===== src/rtl/pipe_ctrl_pkg.sv =====
// Shared definitions for the pipeline control block: stage indices and FSM encoding.
package pipe_ctrl_pkg;

    localparam int unsigned NUM_STAGES_DEF = 6;

    localparam int unsigned ST_PC  = 0;
    localparam int unsigned ST_IF  = 1;
    localparam int unsigned ST_ID  = 2;
    localparam int unsigned ST_EX  = 3;
    localparam int unsigned ST_MEM = 4;
    localparam int unsigned ST_WB  = 5;

    typedef enum logic [1:0] {
        S_RUN      = 2'd0,
        S_FLUSH    = 2'd1,
        S_REDIRECT = 2'd2
    } pipe_state_e;

endpackage


===== src/rtl/pipe_sat_cnt.sv =====
// Saturating up-counter: holds at all ones instead of wrapping.
module pipe_sat_cnt #(
    parameter int unsigned W = 32
) (
    input  logic         clk,
    input  logic         rst,
    input  logic         clr,
    input  logic         inc,
    output logic [W-1:0] cnt
);

    // Count register; clear has priority over increment.
    always_ff @(posedge clk or negedge rst) begin
        if (!rst) begin
            cnt <= '0;
        end else if (clr) begin
            cnt <= '0;
        end else if (inc && (cnt != {W{1'b1}})) begin
            cnt <= cnt + W'(1);
        end
    end

endmodule


===== src/rtl/pipe_ctrl.sv =====
// Pipeline control: stall merge, flush/redirect FSM, stall watchdog, perf counters.
module pipe_ctrl
    import pipe_ctrl_pkg::*;
#(
    parameter int unsigned NUM_STAGES = NUM_STAGES_DEF,
    parameter int unsigned MAX_STALL  = 255,
    parameter int unsigned CNT_W      = 32
) (
    input  logic                  clk,
    input  logic                  rst,
    input  logic [NUM_STAGES-1:0] stallreq,
    input  logic                  excp_req,
    input  logic [31:0]           excp_pc,
    input  logic                  wd_clr,
    output logic [NUM_STAGES-1:0] stall,
    output logic [NUM_STAGES-1:0] bubble,
    output logic [NUM_STAGES-1:0] flush,
    output logic                  redirect_valid,
    output logic [31:0]           redirect_pc,
    output logic                  wd_timeout,
    output logic [CNT_W-1:0]      stall_cnt,
    output logic [CNT_W-1:0]      flush_cnt
);

    localparam int unsigned RL_W = $clog2(MAX_STALL + 1);

    pipe_state_e           state_q;
    pipe_state_e           state_d;
    logic [NUM_STAGES-1:0] therm;
    logic [NUM_STAGES-1:0] edge_m;
    logic                  stall_en;
    logic                  flush_en;
    logic                  accept;
    logic                  stall_any;
    logic                  wd_set;
    logic [RL_W-1:0]       run_len;

    // Thermometer: stage i holds when any stage at or above i requests a stall.
    for (genvar gi = 0; gi < NUM_STAGES; gi++) begin : g_therm
        assign therm[gi] = |stallreq[NUM_STAGES-1:gi];
    end

    // Bubble lands on the first stage above the highest held stage.
    assign edge_m[ST_PC] = 1'b0;
    for (genvar gi = 1; gi < NUM_STAGES; gi++) begin : g_bubble
        assign edge_m[gi] = therm[gi-1] & ~therm[gi];
    end

    // FSM state register.
    always_ff @(posedge clk or negedge rst) begin
        if (!rst) begin
            state_q <= S_RUN;
        end else begin
            state_q <= state_d;
        end
    end

    // Next state and per-state enables; exceptions outrank stall requests.
    always_comb begin
        state_d  = state_q;
        stall_en = 1'b0;
        flush_en = 1'b0;
        accept   = 1'b0;
        case (state_q)
            S_RUN: begin
                if (excp_req) begin
                    flush_en = 1'b1;
                    accept   = 1'b1;
                    state_d  = S_FLUSH;
                end else begin
                    stall_en = 1'b1;
                end
            end
            S_FLUSH: begin
                flush_en = 1'b1;
                state_d  = S_REDIRECT;
            end
            S_REDIRECT: begin
                stall_en = 1'b1;
                state_d  = S_RUN;
            end
            default: begin
                state_d = S_RUN;
            end
        endcase
    end

    // Combinational controls are forced low while reset is asserted.
    assign stall          = (rst && stall_en) ? therm  : '0;
    assign bubble         = (rst && stall_en) ? edge_m : '0;
    assign flush          = (rst && flush_en) ? '1     : '0;
    assign redirect_valid = (state_q == S_REDIRECT);
    assign stall_any      = |stall;

    // Redirect target captured on exception acceptance.
    always_ff @(posedge clk or negedge rst) begin
        if (!rst) begin
            redirect_pc <= '0;
        end else if (accept) begin
            redirect_pc <= excp_pc;
        end
    end

    // The cycle that completes MAX_STALL consecutive stalls raises the flag.
    assign wd_set = stall_any && (run_len >= RL_W'(MAX_STALL - 1));

    // Consecutive-stall run length, saturating at MAX_STALL.
    always_ff @(posedge clk or negedge rst) begin
        if (!rst) begin
            run_len <= '0;
        end else if (!stall_any || flush_en) begin
            run_len <= '0;
        end else if (run_len != RL_W'(MAX_STALL)) begin
            run_len <= run_len + RL_W'(1);
        end
    end

    // Sticky watchdog flag; a new timeout beats a simultaneous clear.
    always_ff @(posedge clk or negedge rst) begin
        if (!rst) begin
            wd_timeout <= 1'b0;
        end else if (wd_set) begin
            wd_timeout <= 1'b1;
        end else if (wd_clr) begin
            wd_timeout <= 1'b0;
        end
    end

    pipe_sat_cnt #(.W(CNT_W)) u_stall_cnt (
        .clk (clk),
        .rst (rst),
        .clr (1'b0),
        .inc (stall_any),
        .cnt (stall_cnt)
    );

    pipe_sat_cnt #(.W(CNT_W)) u_flush_cnt (
        .clk (clk),
        .rst (rst),
        .clr (1'b0),
        .inc (accept),
        .cnt (flush_cnt)
    );

endmodule


===== config.mk =====
export PLATFORM = sky130hd
export DESIGN_NAME = pipe_ctrl
export DESIGN_NICKNAME = d
export VERILOG_FILES = /design/src/rtl/pipe_ctrl_pkg.sv /design/src/rtl/pipe_sat_cnt.sv /design/src/rtl/pipe_ctrl.sv
export SDC_FILE = /design/constraint.sdc
export NUM_CORES = 1
export LEC_CHECK = 0
export BUFFER_PORTS_ARGS = -buffer_cell sky130_fd_sc_hd__buf_2
export CAP_MARGIN = 30
export CORE_ASPECT_RATIO = 2
export CORE_MARGIN = 2
export CORE_UTILIZATION = 55
export CTS_CLUSTER_DIAMETER = 60
export DETAILED_ROUTE_END_ITERATION = 12
export GPL_TIMING_DRIVEN = 0
export HOLD_SLACK_MARGIN = 0.15
export PLACE_DENSITY = 0.92
export SYNTH_ARGS = -nofsm -noshare
export SYNTH_HDL_FRONTEND = slang
export SYNTH_SLANG_ARGS = --single-unit

===== constraint.sdc =====
create_clock -name clk -period 6.8 [get_ports clk]
set_input_delay 0.34 -clock clk [delete_from_list [all_inputs] [get_ports clk]]
set_output_delay 0.34 -clock clk [all_outputs]
set_load 0.02 [all_outputs]

==> metrics.md <==
| Metric | Value |
|---|---|
| Outcome | finished, final reports clean |
| Number of I/O port buffers | 156 |
| Hold WS | 0.175 ns |
| Max-Cap Viols | 0 |
| Max incr delay on CP | 0.53 ns |
| Initial Util | 0.557 |
| Maximum clock rate | 300 MHz |
| Chip width | 71.1 um |
| Area fraction of the dominant cell type after synthesis | 0.541 |
| #FFs+latches synth | 107 |
| Power per cell area | 285 nW/um^2 |
| Max rail drop VDD | 263 uV |
| Vias in the first global route | 4464 |
| Crit path max-delay family | buffers and inverters |
| Filler cell count | 651 |
| Total gr overflow | 0 |
| Critical Path Source | rst |
| Critical path type | input pin to output port |
| Layout Skew | 0.00806 ns |
| Final min period | 3.33 ns |
| Reg-to-Reg Start | u_stall_cnt.cnt[0] |
| Syn Nets | 554 |
| Core Area | 8890 sq um |
| CTS buffer count | 9 |
| Clk sink count | 107 |
| DR WL/cell | 16.0 um |
| Synthesis Warnings | 0 |
| First-pass GRT wire length | 20600 um |
| Drt total wl | 12500 um |
| Antenna viol nets, final | 0 |
| Top post-synthesis cells by count | 124 x nand2_1, 107 x dfrtp_1, 43 x xor2_1, 32 x nor2_1, 29 x nand3_1 |
| Later-pin clock latency in the skew report | 0.35 ns |
| Post-Syn Area | 4950 sq um |
| Via count | 4396 |
| Fraction of layout cells with a size suffix above 1 | 0.284 |
| Leakage power | 3.35 nW |
| Die Ht | 138 um |
| Register area share after synthesis | 0.541 |
| WP data arrival | 2.99 ns |
| Hold path start | wd_clr |
| Final hold viol count | 0 |
| Synth top area cells | dfrtp_1 54%, nand2_1 9.4%, xor2_1 7.6%, xnor2_1 3.7%, nand3_1 2.9% |
| Post-DP HPWL | 9450 um |
| Via-to-Cell Ratio | 5.60 |
| Final count of pins violating max slew | 0 |
| Total power | 1.78 mW |
| Cell with the most instances after synthesis | nand2_1 |
| DRT iter0 DRCs | 243 |
| Die area | 9830 sq um |
| Slew margin rel. | 0.513 |
| Slew @ Worst Pin | 0.723 ns |
| Initial antenna violation count | 0 |
| Worst Path Max Fanout | 62 |
| RSZ-0062 raised after global routing | false |
| CTS tree | built |
| Top_reg_cell synth | dfrtp_1 |
| Clock Path Buffers | 2 |
| Area grow syn2layout | 25.7% |
| Dpl cells | 768 |
| Slowest CP cell | dlygate4sd3_1 |
| Ports | 158 |
| Final cell count without fillers | 785 |
| Critical path, cell by cell | dlygate4sd3_1 -> buf_4 -> buf_16 -> and3b_1 -> clkbuf_1 -> nand2_1 -> inv_1 -> buf_2 |
| H-tree levels | 3 |
| Post-detailed-route DRC marker count | 0 |
| Root Buffer | clkbuf_16 |
| Fin Setup TNS | 0 ns |
| Fin util | 0.700 |
| RD Place Congestion | 0.912 |
| Worst Path Required | 6.46 ns |
| Synth area leader | dfrtp_1 |
| Post-synth EDFFs | 0 |
| Pin count of the biggest net entering global routing | 63 |
| CP Capture Type | output port |
| Antenna Cells | 0 |
| Startpoint Class | input pin |
| Final worst-path cycle share | 0.490 |
| Hold Crit Class | input pin to flip-flop |
| Worst-path clk slew | 0.07 ns |
| # setup viols final | 0 |
| Tot GR Track Use | 0.264 |
| Unique masters post-synth | 49 |
| Cells after Synth | 508 |
| Post-synth ARST share | 1.00 |
| Bufs and invs on worst path | 6 |
| Cell Rows | 49 |
| TritonRoute pass-1 iters | 5 |
| Syn Area/Cell | 9.75 sq um |
| Post-layout net count | 724 |
==> metrics by stage <==
stage	instance area [sq um]	setup slack (ns)
after floorplan	4950	4.35
after global placement	5860	2.92
after detailed placement	5900	3.81
after CTS	6230	3.45
after global routing	6230	3.22
final	6230	3.47
==> power by group <==
group,internal [mW],total (mW),switching (mW)
registers,0.724,0.807,0.0836
logic,0.147,0.413,0.265
clock network,0.324,0.556,0.233
total,1.19,1.78,0.581
==> sequential cells by signal, summed over array words and instances (netlist names) <==
| register | cells |
|---|---|
| state_q | 2 |
| redirect_pc | 32 |
| wd_timeout | 1 |
| u_stall_cnt.cnt | 32 |
| run_len | 8 |
| u_flush_cnt.cnt | 32 |
==> layer usage <==
metal / global-route usage / part of all wire / vias up
li1: - / - / 2048
met1: 0.295 / 0.36 / 2106
met2: 0.466 / 0.55 / 200
met3: 0.0496 / 0.052 / 42
met4: 0.135 / 0.037 / 0
met5: 0 / 0 / -
==> logic make-up (layout without fill, tap and decap cells) <==
group                      Yosys count  count (layout)  share of synthesized area
buffers and inverters               30             205                     0.0296
other                                1               1                   0.000757
AOI/OAI and AO/OA                   14              14                     0.0205
adders and majority gates            4               4                     0.0101
DFF                                107             107                      0.541
and+or+nand+nor                    286             286                      0.280
xor gates and xnor gates            64              64                      0.113
muxes                                2               2                    0.00530
==> cells in the final DEF (no fill, tap or decap), types with 3 or more instances in the layout <==
cell type	synthesis	layout
and2_1	3	3
and3_1	13	13
and4_1	3	3
buf_1	3	3
buf_2	3	159
buf_4	6	7
clkbuf_1	9	10
clkbuf_16	0	9
dfrtp_1	107	107
ha_1	4	4
inv_1	7	7
nand2_1	124	124
nand3_1	29	29
nand4_1	16	16
nand4b_1	3	3
nor2_1	32	32
nor2b_1	3	3
nor3_1	24	24
nor3b_1	5	5
nor4_1	14	14
nor4b_1	4	4
xnor2_1	21	21
xor2_1	43	43
==> cell type report <==
cell class                      instances  area (sq um)  share of cell area
Tap cell                              102           128              0.0205
Multi-Input combinational cell        371          2130               0.342
Clock inverter                          6          90.1              0.0145
Clock buffer                           10           229              0.0368
Inverter                                8          30.0             0.00482
Timing Repair Buffer                  159           826               0.133
Sequential cell                       107          2680               0.430
Buffer                                 22           116              0.0187
==> final timing paths <==
path | slack, ns | endpoint | depth (start not counted)
hold reg to reg | 0.47 | redirect_pc[22] | 2
min in group asynchronous | 0.55 | u_stall_cnt.cnt[18] | 2
setup reg to reg | 4.20 | u_stall_cnt.cnt[8] | 8
max in group asynchronous | 5.50 | u_flush_cnt.cnt[10] | 3
hold / removal | 0.17 | wd_timeout | 2
setup / recovery | 3.47 | stall[0] | 8
==> timing repair <==
| item | 4_1_cts | 5_1_grt |
|---|---|---|
| hold buffers | 1 | 0 |
| buffers inserted | 0 | 0 |
| endpoints found under the hold margin | 48 | 0 |
| resized for setup | 0 | 0 |
Power figures use the tool's default switching activity.
